<file path="src/rtl/z80_glue_pkg.sv">
// Shared definitions for the Z80 IM2 interrupt controller:
// register addresses, acknowledge FSM states, priority encoder.
package z80_glue_pkg;

  localparam logic [2:0] INTC_MASK  = 3'd0;
  localparam logic [2:0] INTC_MODE  = 3'd1;
  localparam logic [2:0] INTC_PEND  = 3'd2;
  localparam logic [2:0] INTC_VBASE = 3'd3;
  localparam logic [2:0] INTC_INSVC = 3'd4;

  typedef enum logic [1:0] {
    ST_IDLE = 2'd0,
    ST_ACK  = 2'd1,
    ST_SKIP = 2'd2
  } intc_state_t;

  // Index of the highest set bit; 0 when the vector is empty.
  function automatic logic [2:0] msb_index(input logic [7:0] v);
    msb_index = 3'd0;
    for (int i = 0; i < 8; i++)
      if (v[i]) msb_index = 3'(i);
  endfunction

endpackage

</file>
<file path="src/rtl/irq_sync_edge.sv">
// Per-channel IRQ synchroniser with rising-edge detect.
// Ports: clk, rst (async high), irq (async in), s (synced), rise (1-clk pulse).
module irq_sync_edge #(
  parameter int SYNC_STAGES = 2
) (
  input  logic clk,
  input  logic rst,
  input  logic irq,
  output logic s,
  output logic rise
);

  logic [SYNC_STAGES-1:0] sync_q;
  logic                   s_q;

  always_ff @(posedge clk or posedge rst) begin
    if (rst) begin
      sync_q <= '0;
      s_q    <= 1'b0;
    end else begin
      sync_q <= {sync_q[SYNC_STAGES-2:0], irq};
      s_q    <= sync_q[SYNC_STAGES-1];
    end
  end

  assign s    = sync_q[SYNC_STAGES-1];
  assign rise = s & ~s_q;

endmodule

</file>
<file path="src/rtl/z80_im2_intc.sv">
// Z80 Mode-2 interrupt controller: mask/mode/pending/in-service regs,
// nested priority with EOI, vector base, IEI/IEO daisy chain.
// Ports: CLK, RESET, IRQ, CPU bus (addr/din/cs/rd/wr/m1/iorq),
// IEI/IEO chain, DOUT + nDOUTxEN bus drive, nINT request.
module z80_im2_intc
  import z80_glue_pkg::*;
#(
  parameter int         NUM_IRQ     = 8,
  parameter int         SYNC_STAGES = 2,
  parameter logic [7:0] RESET_MASK  = 8'h00
) (
  input  logic               CLK,
  input  logic               RESET,
  input  logic [NUM_IRQ-1:0] IRQ,
  input  logic [2:0]         CPU_ADDR,
  input  logic [7:0]         CPU_DIN,
  input  logic               nCSxINTC,
  input  logic               nCPUxRD,
  input  logic               nCPUxWR,
  input  logic               nCPUxM1,
  input  logic               nCPUxIORQ,
  input  logic               IEI,
  output logic [7:0]         DOUT,
  output logic               nDOUTxEN,
  output logic               nINT,
  output logic               IEO
);

  localparam logic [7:0] VALID =
    8'((16'd1 << NUM_IRQ) - 16'd1);

  logic [7:0]  s_v, rise_v;
  logic [7:0]  mask_q, mode_q;
  logic [7:0]  pend_q, insvc_q;
  logic [3:0]  vbase_q;
  logic [2:0]  ackch_q;
  logic [7:0]  vec_q;
  logic        wr_q, nint_q;
  intc_state_t state_q;

  for (genvar g = 0; g < 8; g++) begin : g_ch
    if (g < NUM_IRQ) begin : g_on
      irq_sync_edge #(
        .SYNC_STAGES(SYNC_STAGES)
      ) u_sync (
        .clk (CLK),
        .rst (RESET),
        .irq (IRQ[g]),
        .s   (s_v[g]),
        .rise(rise_v[g])
      );
    end else begin : g_off
      assign s_v[g]    = 1'b0;
      assign rise_v[g] = 1'b0;
    end
  end

  logic       wr, wr_pulse, rd, inta;
  logic [7:0] req, ack_bit, w1c, ack_clr;
  logic [7:0] pend_d, insvc_d, eoi_clr;
  logic [2:0] w, h;
  logic       elig, ack_done, eoi, drive_vec;
  logic [7:0] rdata;

  assign wr       = ~nCSxINTC & ~nCPUxWR;
  assign wr_pulse = wr & ~wr_q;
  assign rd       = ~nCSxINTC & ~nCPUxRD;
  assign inta     = ~nCPUxM1 & ~nCPUxIORQ;

  assign req  = pend_q & mask_q;
  assign w    = msb_index(req);
  assign h    = msb_index(insvc_q);
  assign elig = (req != 8'h00) &&
                ((insvc_q == 8'h00) || (w > h));

  assign IEO = IEI & (insvc_q == 8'h00) & ~elig;

  assign ack_done = (state_q == ST_ACK) & ~inta;
  assign ack_bit  = 8'b1 << ackch_q;

  assign w1c = (wr_pulse && CPU_ADDR == INTC_PEND)
             ? (CPU_DIN & mode_q) : 8'h00;
  assign ack_clr = (ack_done && mode_q[ackch_q])
                 ? ack_bit : 8'h00;

  // New edge wins over any clear in the same cycle.
  assign pend_d = VALID &
    ((mode_q & (rise_v | (pend_q & ~(w1c | ack_clr)))) |
     (~mode_q & s_v));

  assign eoi = wr_pulse && (CPU_ADDR == INTC_INSVC) &&
               (insvc_q != 8'h00);
  assign eoi_clr = eoi ? (8'b1 << h) : 8'h00;
  assign insvc_d = VALID &
    ((insvc_q & ~eoi_clr) | (ack_done ? ack_bit : 8'h00));

  always_ff @(posedge CLK or posedge RESET) begin
    if (RESET) begin
      mask_q  <= RESET_MASK & VALID;
      mode_q  <= 8'h00;
      pend_q  <= 8'h00;
      insvc_q <= 8'h00;
      vbase_q <= 4'h0;
      ackch_q <= 3'd0;
      vec_q   <= 8'h00;
      wr_q    <= 1'b0;
      nint_q  <= 1'b1;
      state_q <= ST_IDLE;
    end else begin
      wr_q    <= wr;
      pend_q  <= pend_d;
      insvc_q <= insvc_d;
      nint_q  <= ~(elig & IEI);
      if (wr_pulse) begin
        unique case (1'b1)
          CPU_ADDR == INTC_MASK:  mask_q  <= CPU_DIN & VALID;
          CPU_ADDR == INTC_MODE:  mode_q  <= CPU_DIN & VALID;
          CPU_ADDR == INTC_VBASE: vbase_q <= CPU_DIN[7:4];
          default: ;
        endcase
      end
      unique case (state_q)
        ST_IDLE:
          if (inta) begin
            if (elig && IEI) begin
              ackch_q <= w;
              vec_q   <= {vbase_q, w, 1'b0};
              state_q <= ST_ACK;
            end else begin
              state_q <= ST_SKIP;
            end
          end
        ST_ACK:  if (!inta) state_q <= ST_IDLE;
        ST_SKIP: if (!inta) state_q <= ST_IDLE;
        default: state_q <= ST_IDLE;
      endcase
    end
  end

  always_comb begin
    rdata = 8'h00;
    unique case (1'b1)
      CPU_ADDR == INTC_MASK:  rdata = mask_q;
      CPU_ADDR == INTC_MODE:  rdata = mode_q;
      CPU_ADDR == INTC_PEND:  rdata = pend_q;
      CPU_ADDR == INTC_VBASE: rdata = {vbase_q, 4'h0};
      CPU_ADDR == INTC_INSVC: rdata = insvc_q;
      default:                rdata = 8'h00;
    endcase
  end

  assign drive_vec = (state_q == ST_ACK) & inta;
  assign nDOUTxEN  = ~(drive_vec | rd);
  assign DOUT      = drive_vec ? vec_q :
                     rd        ? rdata : 8'h00;
  assign nINT      = nint_q;

endmodule

</file>
<file path="config.mk">
export PLATFORM = sky130hd
export DESIGN_NAME = z80_im2_intc
export DESIGN_NICKNAME = d
export VERILOG_FILES = /design/src/rtl/z80_glue_pkg.sv /design/src/rtl/irq_sync_edge.sv /design/src/rtl/z80_im2_intc.sv
export SDC_FILE = /design/constraint.sdc
export NUM_CORES = 1
export LEC_CHECK = 0
export ABC_AREA = 1
export ABC_CLOCK_PERIOD_IN_PS = 1950
export BUFFER_PORTS_ARGS = -buffer_cell sky130_fd_sc_hd__buf_4
export CORE_ASPECT_RATIO = 0.5
export CORE_UTILIZATION = 60
export CTS_BUF_LIST = sky130_fd_sc_hd__clkbuf_4 sky130_fd_sc_hd__clkbuf_8
export DETAILED_ROUTE_END_ITERATION = 8
export PLACE_DENSITY = 0.91
export REMOVE_ABC_BUFFERS = 1
export SLEW_MARGIN = 20
export SYNTH_ARGS = -nofsm -noshare
export SYNTH_HDL_FRONTEND = slang
export SYNTH_HIERARCHICAL = 1
export SYNTH_SLANG_ARGS = --single-unit
</file>
<file path="constraint.sdc">
create_clock -name CLK -period 1.95 [get_ports CLK]
set_input_delay 0.195 -clock CLK [delete_from_list [all_inputs] [get_ports CLK]]
set_output_delay 0.195 -clock CLK [all_outputs]
set_load 0.005 [all_outputs]
</file>
==> impl_metrics.yaml <==
outcome:
  status: "finished, violations left"
  violations: "setup timing"
global_routing:
  gr-usage-all-layers: 0.316
  first_global_vias: 3040
  antenna_found_initial: 0
  grt_most_used_layer: "met2"
  grt_use_met2: 0.463
  grt_max_degree: 31
  met3_usage: 0.104
  grt_pass1_wl_um: 14100
  gr-total-overflow: 0
  globalRouteMet1Util: 0.429
power:
  netSwitchingFraction: 0.396
  irDropWorstVdd_uv: 898
  p_per_area_nw_per_um2: 1210
  p_leak_nw: 2.16
  seqPwrFrac: 0.379
  p_comb_frac: 0.394
  switchingPower_mw: 2.09
  clkPwrFrac: 0.226
  power_mw: 5.28
  internal_power_mw: 3.19
sta:
  finClkSkew_ns: 0.0106
  fmax_mhz: 512
  finalHoldViolations: 0
  setup_viol: 1
  min_period_over_period: 1.00
  rsz0062_at_grt: "true"
  slew_headroom: 0.553
  hold_slack_ns: 0.0164
  final.setup.tns_ns: -0.00234
  fin_ws_ns: -0.00234
  fin_crit_ns: 1.95
  drv_slew: 0
  tightest_slew_ns: 0.666
logic_synthesis:
  ys_types: 31
  synth_top_area_cell: "dfrtp_1"
  synthTopCellsByCount: "nand2_1, dfrtp_1, inv_1"
  synth.avg_cell_area_um2: 8.29
  synth-edff-count: 0
  seq_area_frac_synth: 0.513
  synth_flop_cell: "dfrtp_1"
  yosysMostFrequentCell: "nand2_1"
  syn_inst: 418
  synth_seq_cells: 71
  synth_top_cell_area_share: 0.506
  synthesis.area_um2: 3460
  synth-warning-count: 6
  synth_area_leaders: "dfrtp_1, nand2_1, inv_1"
  async_flop_share: 1.00
setup_path:
  cp-end-kind: "register"
  crit_type: "register to register"
  arrival_ns: 2.20
  rrSetupSlack_ns: -0.002
  rr_worst_depth: 14
  path_max_fanout: 7
  crit_top_cell: "nand2_2"
  crit_path_max_incr_delay_ns: 0.42
  rr_endpoint: "vec_q[7]"
  crit_family: "simple AND/OR/NAND/NOR gates"
  r2r-start: "mask_q[7]"
  path_buf_inv: 2
  crit_path_top_delay_cell: "dfrtp_1"
  startpoint_type: "register"
  crit_chain: "nand2_2 -> nand2_2 -> nor2_2 -> inv_2 -> ha_4 -> nand3_1 -> nand2_1 -> inv_1 -> nand2_1 -> nand2_2 -> nand2_4 -> nand3_4 -> nand2_2 -> nand2_2"
  required_ns: 2.20
finish:
  final_net_count: 521
  syn2layout_area_growth_pct: 25.5
  n_antenna_cell: 0
  fin_cells: 568
  design_area_um2: 4350
  fin_util: 0.788
  drive_gt1_frac: 0.263
worst_hold_path:
  hold_end: "wr_q"
  hold_depth: 2
  hold_class: "input port to register"
  min_from: "nCPUxWR"
detailed_routing:
  vias: 3285
  drc_errors: 0
  via_per_inst: 5.78
  drt_first_pass_iters: 5
  post_drt_wl_per_cell_um: 16.1
  drt_iter0_drc: 444
  wl_um: 9130
  ant_nets: 0
clock_tree:
  cts.path.max_buffers: 2
  path_clk_slew_ns: 0.08
  cts_root_buffer: "clkbuf_8"
  cts_tree: "done"
  clock-sinks: 71
  htreeDepth: 3
  insertion_delay_ns: 0.36
  cts-buffers-inserted: 9
placed_design:
  place_area_um2: 3870
  dp_hpwl_um: 6330
  gp_congestion: 0.969
  place_ws_ns: 0.0601
  dp.cells: 530
  io_buffers: 37
floorplanning:
  io_pins: 38
  initial_core_util: 0.628
  core_um2: 5520
  die_w_um: 109
  dieArea_um2: 6100
  num_rows: 19
  die_h_um: 55.7
job:
  drv_cap: 0
## placed cells by master (no fill, tap or decap), drive strengths merged
master	instances
nand2	110
inv	71
dfrtp	70
buf	54
nor2	49
o21ai	33
o22ai	15
nand3	15
nand4	12
a21oi	11
clkbuf	10
dlygate4sd3	9
o211ai	5
nor3	5
a211oi	4
a221oi	4
ha	4
clkinv	4
o2bb2ai	3
and3	1
o31ai	1
nor4	1
nor3b	1
clkinvlp	1
bufinv	1
dfstp	1
## worst max path at each step
stage | from | endpoint | slack, ns | cells after the start
2_1_floorplan | mask_q[4] | ackch_q[0] | 0.25 | 14
3_3_place_gp | pend_q[5] | vec_q[3] | 0.14 | 14
3_5_place_dp | pend_q[6] | vec_q[6] | 0.06 | 14
4_1_cts | pend_q[2] | vec_q[7] | 0.002 | 17
5_1_grt | pend_q[6] | vec_q[7] | -0.12 | 14
6_report | mask_q[7] | vec_q[7] | -0.002 | 14
## area by class of cell
class / count / area (µm²)
multi-input cells: 274 / 1500
repair buffers: 63 / 515
clock inverters: 6 / 68.8
inverters: 71 / 267
flip-flops and latches: 71 / 1780
fillers: 370 / 1170
well taps: 73 / 91.3
clock buffers: 10 / 131
## power groups by stage
stage / sequential [mW] / combinational, mW / clock (mW)
2_1_floorplan: 1.93 / 1.17 / 0
3_3_place_gp: 1.99 / 1.49 / 0
3_5_place_dp: 2.00 / 1.57 / 0
4_1_cts: 1.97 / 1.63 / 1.20
5_1_grt: 2.02 / 2.25 / 1.27
6_report: 2.00 / 2.08 / 1.19
## state kept, by name, indices dropped and copies added (netlist names)
name                     flops
g_ch.g_on.u_sync/sync_q     16
g_ch.g_on.u_sync/s_q         8
insvc_q                      8
mask_q                       8
mode_q                       8
pend_q                       8
vec_q                        5
vbase_q                      4
ackch_q                      2
state_q                      2
nINT                         1
wr_q                         1
## routing by layer
metal / routed length (µm) / share of wire
met4: 231 / 0.025
met1: 3940 / 0.43
met3: 885 / 0.097
met5: 0 / 0
met2: 4070 / 0.45
## cell families after synthesis
family | after synthesis | synth area share
flip-flops | 71 | 0.513
AND/OR/NAND/NOR | 194 | 0.263
buffers and inverters | 73 | 0.0798
adder cells (fa/ha/maj) | 4 | 0.0144
AO/OA/AOI/OAI | 76 | 0.130
## what timing repair did
action                                  4_1_cts  5_1_grt
endpoints found under the hold margin        49        0
endpoints found under the setup margin        9       18
cloned                                        0        0
gates resized for setup                       3       24
buffers inserted                              3       10
pin swaps                                     0       16
hold buffers                                  9        0
Note: power is estimated with default switching activity, not from simulation.
